`config.mk`:
```
export PLATFORM = sky130hd
export DESIGN_NAME = spi_cmd_ctrl_flat
export DESIGN_NICKNAME = d
export VERILOG_FILES = /design/src/rtl/spi_cmd_ctrl_if.sv /design/src/rtl/spi_cmd_ctrl.sv /design/src/flat_wrapper.sv
export SDC_FILE = /design/constraint.sdc
export NUM_CORES = 1
export LEC_CHECK = 0
export ABC_AREA = 1
export CAP_MARGIN = 10
export CORE_UTILIZATION = 50
export CTS_BUF_LIST = sky130_fd_sc_hd__clkbuf_8
export CTS_CLUSTER_DIAMETER = 200
export DETAILED_ROUTE_END_ITERATION = 8
export DONT_BUFFER_PORTS = 1
export PLACE_DENSITY_LB_ADDON = 0.3
export SYNTH_ARGS = -nofsm -noshare
export SYNTH_HDL_FRONTEND = slang
export SYNTH_SLANG_ARGS = --single-unit
```
`constraint.sdc`:
```
create_clock -name clk -period 3.95 [get_ports clk]
set_input_delay 0.9875 -clock clk [delete_from_list [all_inputs] [get_ports clk]]
set_output_delay 0.9875 -clock clk [all_outputs]
set_load 0.05 [all_outputs]
```
`src/rtl/spi_cmd_ctrl_if.sv`:
```
// Register-bus interface between spi_cmd_ctrl (master) and a simple register block (slave).
// Handshake: master raises bus_we or bus_re with bus_addr/bus_wdata stable and holds them
// until the cycle in which the slave pulses bus_ack; bus_rdata is valid in that cycle.
interface spi_cmd_ctrl_if #(
    parameter int ADDR_WIDTH = 8
);
    logic [ADDR_WIDTH-1:0] bus_addr;
    logic [7:0]            bus_wdata;
    logic                  bus_we;
    logic                  bus_re;
    logic [7:0]            bus_rdata;
    logic                  bus_ack;

    modport master (
        output bus_addr, bus_wdata, bus_we, bus_re,
        input  bus_rdata, bus_ack
    );

    modport slave (
        input  bus_addr, bus_wdata, bus_we, bus_re,
        output bus_rdata, bus_ack
    );
endinterface

```
`src/rtl/spi_cmd_ctrl.sv`:
```
// SPI byte-stream command parser (WRITE/READ/ID) driving a register bus; read data is
// returned in the next CS frame. Optional bus timeout enabled by SPI_CTRL_TIMEOUT_EN.
module spi_cmd_ctrl #(
    parameter int         ADDR_WIDTH     = 8,
    parameter logic [7:0] DEVICE_ID      = 8'hA5,
    parameter int         TIMEOUT_CYCLES = 255
) (
    input  logic              clk,
    input  logic              rst_n,
    input  logic              spi_cs,
    input  logic              rx_valid,
    input  logic [7:0]        rx_data,
    output logic              tx_valid,
    output logic [7:0]        tx_data,
    spi_cmd_ctrl_if.master    bus,
    input  logic              clr_err,
    output logic [2:0]        err_flags,
    output logic              frame_active,
    output logic [3:0]        state_dbg
);
    localparam logic [7:0] CMD_WRITE = 8'h01;
    localparam logic [7:0] CMD_READ  = 8'h02;
    localparam logic [7:0] CMD_ID    = 8'h9F;

    typedef enum logic [3:0] {
        S_IDLE, S_CMD, S_ADDR, S_WDATA, S_BUS_WR, S_SKIP, S_FIN, S_BUS_RD, S_LOAD_TX
    } state_t;

    state_t state, state_nx;

    // CS resets high (inactive) so a reset release never looks like a frame start.
    logic cs_s1, cs_s2;
    logic rv_s1, rv_s2, rv_d;
    logic byte_ev;

    always_ff @(posedge clk or negedge rst_n) begin
        if (!rst_n) begin
            cs_s1 <= 1'b1;
            cs_s2 <= 1'b1;
            rv_s1 <= 1'b0;
            rv_s2 <= 1'b0;
            rv_d  <= 1'b0;
        end else begin
            cs_s1 <= spi_cs;
            cs_s2 <= cs_s1;
            rv_s1 <= rx_valid;
            rv_s2 <= rv_s1;
            rv_d  <= rv_s2;
        end
    end

    assign byte_ev      = rv_s2 & ~rv_d;
    assign frame_active = ~cs_s2;

    logic [7:0]            cmd_q;
    logic [ADDR_WIDTH-1:0] addr_q;
    logic                  addr_ok;
    logic [7:0]            wdata_q;
    logic [7:0]            tx_q;
    logic [2:0]            err_q;
    logic [ADDR_WIDTH-1:0] addr_byte;
    logic                  bus_busy;
    logic                  tmo_hit;
    logic                  bus_done;
    logic [2:0]            err_set;

    if (ADDR_WIDTH > 8) begin : g_addr_ext
        assign addr_byte = {{(ADDR_WIDTH-8){1'b0}}, rx_data};
    end else if (ADDR_WIDTH == 8) begin : g_addr_eq
        assign addr_byte = rx_data;
    end else begin : g_addr_trunc
        assign addr_byte = rx_data[ADDR_WIDTH-1:0];
    end

    assign bus_busy = (state == S_BUS_WR) || (state == S_BUS_RD);
    assign bus_done = bus.bus_ack || tmo_hit;

`ifdef SPI_CTRL_TIMEOUT_EN
    localparam int TW = $clog2(TIMEOUT_CYCLES + 1);
    logic [TW-1:0] tmo_cnt;

    always_ff @(posedge clk or negedge rst_n) begin
        if (!rst_n)
            tmo_cnt <= '0;
        else if (bus_busy && !bus.bus_ack && !tmo_hit)
            tmo_cnt <= tmo_cnt + 1'b1;
        else
            tmo_cnt <= '0;
    end

    assign tmo_hit = bus_busy && !bus.bus_ack && (tmo_cnt == TW'(TIMEOUT_CYCLES - 1));
`else
    assign tmo_hit = 1'b0;
`endif

    always_ff @(posedge clk or negedge rst_n) begin
        if (!rst_n) state <= S_IDLE;
        else        state <= state_nx;
    end

    // Frame end is tested as the synced CS level after any byte in the same cycle,
    // so a final byte coinciding with CS rise is still parsed.
    always_comb begin
        state_nx = state;
        case (state)
            S_IDLE:    if (!cs_s2) state_nx = S_CMD;
            S_CMD: begin
                if (byte_ev)
                    state_nx = (rx_data == CMD_WRITE || rx_data == CMD_READ) ? S_ADDR : S_SKIP;
                if (cs_s2) state_nx = S_FIN;
            end
            S_ADDR: begin
                if (byte_ev) state_nx = (cmd_q == CMD_WRITE) ? S_WDATA : S_SKIP;
                if (cs_s2)   state_nx = S_FIN;
            end
            S_WDATA: begin
                if (byte_ev)    state_nx = S_BUS_WR;
                else if (cs_s2) state_nx = S_FIN;
            end
            S_SKIP:    if (cs_s2) state_nx = S_FIN;
            S_BUS_WR:  if (bus_done) state_nx = cs_s2 ? S_FIN : S_WDATA;
            S_FIN: begin
                if (cmd_q == CMD_READ && addr_ok) state_nx = S_BUS_RD;
                else if (cmd_q == CMD_ID)         state_nx = S_LOAD_TX;
                else                              state_nx = S_IDLE;
            end
            S_BUS_RD:  if (bus_done) state_nx = S_LOAD_TX;
            S_LOAD_TX: state_nx = S_IDLE;
            default:   state_nx = S_IDLE;
        endcase
    end

    always_ff @(posedge clk or negedge rst_n) begin
        if (!rst_n) begin
            cmd_q   <= '0;
            addr_q  <= '0;
            addr_ok <= 1'b0;
            wdata_q <= '0;
            tx_q    <= '0;
        end else begin
            case (state)
                S_IDLE: if (!cs_s2) begin
                    cmd_q   <= '0;
                    addr_ok <= 1'b0;
                end
                S_CMD:    if (byte_ev) cmd_q <= rx_data;
                S_ADDR: if (byte_ev) begin
                    addr_q  <= addr_byte;
                    addr_ok <= 1'b1;
                end
                S_WDATA:  if (byte_ev) wdata_q <= rx_data;
                S_BUS_WR: if (bus_done) addr_q <= addr_q + 1'b1;
                S_FIN:    if (cmd_q == CMD_ID) tx_q <= DEVICE_ID;
                S_BUS_RD: begin
                    if (bus.bus_ack)  tx_q <= bus.bus_rdata;
                    else if (tmo_hit) tx_q <= 8'hFF;
                end
                default: ;
            endcase
        end
    end

    assign err_set[0] = (state == S_BUS_WR) && byte_ev;
    assign err_set[1] = (state == S_LOAD_TX) && !cs_s2;
    assign err_set[2] = tmo_hit;

    always_ff @(posedge clk or negedge rst_n) begin
        if (!rst_n) err_q <= '0;
        else        err_q <= (err_q & ~{3{clr_err}}) | err_set;
    end

    assign err_flags     = err_q;
    assign tx_valid      = (state == S_LOAD_TX) && cs_s2;
    assign tx_data       = tx_q;
    assign bus.bus_addr  = addr_q;
    assign bus.bus_wdata = wdata_q;
    assign bus.bus_we    = (state == S_BUS_WR);
    assign bus.bus_re    = (state == S_BUS_RD);
    assign state_dbg     = state;
endmodule

```
`src/flat_wrapper.sv`:
```
// flat-port wrapper written by rule: the top's interface ports become plain ports
module spi_cmd_ctrl_flat 
#(
    parameter int         ADDR_WIDTH     = 8,
    parameter logic [7:0] DEVICE_ID      = 8'hA5,
    parameter int         TIMEOUT_CYCLES = 255
)
  (clk, rst_n, spi_cs, rx_valid, rx_data, tx_valid, tx_data, clr_err, err_flags, frame_active, state_dbg, bus_bus_addr, bus_bus_wdata, bus_bus_we, bus_bus_re, bus_bus_rdata, bus_bus_ack);
  spi_cmd_ctrl_if #(.ADDR_WIDTH(ADDR_WIDTH)) bus_i ();
  input  logic clk;
  input  logic rst_n;
  input  logic spi_cs;
  input  logic rx_valid;
  input  logic [7:0] rx_data;
  output logic tx_valid;
  output logic [7:0] tx_data;
  input  logic clr_err;
  output logic [2:0] err_flags;
  output logic frame_active;
  output logic [3:0] state_dbg;
  output wire logic [$bits(bus_i.bus_addr)-1:0] bus_bus_addr;
  output wire logic [$bits(bus_i.bus_wdata)-1:0] bus_bus_wdata;
  output wire logic [$bits(bus_i.bus_we)-1:0] bus_bus_we;
  output wire logic [$bits(bus_i.bus_re)-1:0] bus_bus_re;
  input wire logic [$bits(bus_i.bus_rdata)-1:0] bus_bus_rdata;
  input wire logic [$bits(bus_i.bus_ack)-1:0] bus_bus_ack;
  assign bus_bus_addr = bus_i.bus_addr;
  assign bus_bus_wdata = bus_i.bus_wdata;
  assign bus_bus_we = bus_i.bus_we;
  assign bus_bus_re = bus_i.bus_re;
  assign bus_i.bus_rdata = bus_bus_rdata;
  assign bus_i.bus_ack = bus_bus_ack;
  spi_cmd_ctrl #(.ADDR_WIDTH(ADDR_WIDTH), .DEVICE_ID(DEVICE_ID), .TIMEOUT_CYCLES(TIMEOUT_CYCLES)) u_core (.clk(clk), .rst_n(rst_n), .spi_cs(spi_cs), .rx_valid(rx_valid), .rx_data(rx_data), .tx_valid(tx_valid), .tx_data(tx_data), .bus(bus_i), .clr_err(clr_err), .err_flags(err_flags), .frame_active(frame_active), .state_dbg(state_dbg));
endmodule
```
==> run summary <==
Max Cap Violations: 0
RSZ-0062 raised after global routing: false
LEAKAGE: 0.00126 uW
I/O Buffers: 0
Worst-Skew Late Latency: 0.30 ns
Post-DP Area: 2350 um^2
yosys warns: 0
delay-heaviest family, CP: flip-flops
Clock transition at path regs: 0.08 ns
final hold vios: 0
Post-DP HPWL: 3680 um
# IOs: 57
register area: 1130 um^2
largest net degree at the start of global routing: 46
WP data required: 2.96 ns
WP buf/inv: 2
Setup Skew: 0.00530 ns
top cell type's share of synthesized area: 0.464
WP data arrival: 2.05 ns
H-tree depth: 2
initial antenna violation count: 0
CTS tree: done
CP cell instances: inv_1, nor2_4, nand2_2, inv_1
post-cts gate resize count: 0
CTS buffer count: 5
Die H: 70.1 um
Area growth syn-to-layout: 6.47%
Total Power: 2380 uW
Post-CTS Setup Bufs: 0
detailed-route wire length per cell: 13.9 um
number of distinct library cells after synthesis: 30
outcome: complete, no violations
final setup vio count: 0
most frequent cells after synthesis: nand2_1 (77), dfrtp_1 (43), nor2_1 (32)
Power Dens Cells: 961 nW/um^2
num rows: 24
hold_ws: 0.356 ns
Layout fillers: 430
CP peak stage delay: 0.73 ns
cell repeated most along the worst path: inv_1
Mapped Nets: 315
WL final: 4810 um
max-slew violations: 0
Vias/cell: 5.31
first-pass GRT wire length: 8030 um
vias in the first global route: 1709
die width: 70.1 um
Final ANT Viol Nets: 0
fin area: 2470 um^2
Post-synth ARST share: 1.00
CP max FO: 16
number of detailed-route iterations in the first pass: 4
cts hold-fix bufs: 0
area leader, netlist: dfrtp_1
nets@finish: 317
most common cell in the synthesized netlist: nand2_1
total vias in the final route: 1842
HP Class: flop to flop
remaining global-route overflow: 0
# diodes: 0
DRC: 0
routability cong.: 0.883
Initial Utilization: 0.526
Area contributors post-synth: dfrtp_1 (46%), nand2_1 (12%), nor2_1 (5.2%), inv_1 (4.9%), nand3_1 (4.7%)
Total GRT Usage: 0.204
clock tree buffer depth: 2
Worst Tran Pin Value: 0.731 ns
final worst-path cycle share: 0.768
area of the multi-input gates: 996 um^2
sequential share of the synthesized area: 0.486
Setup crit end kind: primary output
f_max: 0.329 GHz
Worst slew margin: 0.512
Avg Inst Size Synth: 7.95 um^2
Worst path slowest cell: dfrtp_1
fraction of layout cells with a size suffix above 1: 0.153
Synth Register Bits: 45
Initial DRC Count: 93
Clock Sinks: 45
Mapped Cells: 292
total negative slack: 0 ns
die area: 4920 um^2
post-layout min period: 3.04 ns
number of synthesized flops with an enable pin: 0
mapped cell area: 2320 um^2
VDD IR-drop max: 505 uV
Worst setup SP type: flop
CTS root buffer: clkbuf_8
core area: 4410 um^2
WS Path Type: flop to primary output
Main synth FF type: dfrtp_1
==> path summary, 6_finish.rpt <==
check	slack (ns)	start	end	cells past startpoint
worst max-delay path	0.91	u_core.state_dbg[2]	bus_bus_we	4
worst min-delay path	0.36	u_core.rv_s1	u_core.rv_s2	0
worst max register to register	1.75	u_core.state_dbg[2]	u_core.bus.bus_addr[4]	7
worst min register to register	0.36	u_core.rv_s1	u_core.rv_s2	0
max in group asynchronous	3.40	rst_n	u_core.cs_s1	0
min in group asynchronous	0.37	rst_n	u_core.cmd_q[3]	0
==> where the power goes <==
group          leakage [uW]  internal (uW)  switching, uW
clock network     0.0000574            206            157
logic              0.000640            245            466
registers          0.000559            633            668
==> metal layers <==
| metal | track usage | wire (um) | vias to the layer above |
|---|---|---|---|
| met1 | 0.273 | 2190 | 850 |
| met3 | 0.0606 | 370 | 4 |
| met2 | 0.329 | 2210 | 63 |
| met5 | 0 | 0 | - |
| li1 | - | - | 925 |
| met4 | 0.0467 | 39 | 0 |
==> flip-flops by register name (all words and copies together), names as in the netlist <==
name / cells
u_core.rv_s2: 1
u_core.cs_s2: 1
u_core.state_dbg: 4
u_core.cs_s1: 1
u_core.bus.bus_addr: 8
u_core.rv_s1: 1
u_core.tx_data: 8
u_core.err_flags: 3
u_core.rv_d: 1
u_core.bus.bus_wdata: 8
u_core.cmd_q: 8
u_core.addr_ok: 1
==> logic make-up (layout without fill, tap and decap cells) <==
| logic type | count (synthesis) | count (layout) | share of synthesized area |
|---|---|---|---|
| AND/OR/NAND/NOR | 154 | 154 | 0.298 |
| AO/OA/AOI/OAI | 40 | 40 | 0.106 |
| multiplexers | 1 | 1 | 0.00485 |
| buffers and inverters | 47 | 50 | 0.0846 |
| flip-flops | 45 | 45 | 0.486 |
| XOR/XNOR | 4 | 4 | 0.0151 |
| adder cells (fa/ha/maj) | 1 | 1 | 0.00539 |
==> final cells by class <==
class / count / area share
clock buffer: 6 / 0.0334
clock inverter: 2 / 0.0152
inverter: 41 / 0.0623
multi-input combinational: 200 / 0.403
sequential: 45 / 0.457
tap: 52 / 0.0263
timing repair buffer: 1 / 0.00304
==> stage by stage <==
step	setup slack [ns]	instances	util
final	0.915	347	0.560
after global routing	0.792	347	0.560
after CTS	0.904	347	0.560
after detailed placement	1.24	339	0.533
after global placement	1.25	339	0.533
after floorplan	1.25	292	-
==> placed cells by master (no fill, tap or decap), types with 5 or more instances in the layout <==
master and n:
nand2_2 7, o21ai_0 5, nor2_1 32, o21ai_1 19
clkbuf_8 6, o21ai_2 5, nand2_1 77, nand3_1 22
inv_2 11, dfrtp_1 43, inv_1 30
==> worst register-to-register path: cells and delay by family (launching register included) <==
kind | cells | cell delay (ns)
buffers and inverters | 2 | 0.66
AOI/OAI and AO/OA | 2 | 0.26
and+or+nand+nor | 3 | 0.44
DFF | 1 | 0.73
(Power assumes the default switching activity.)
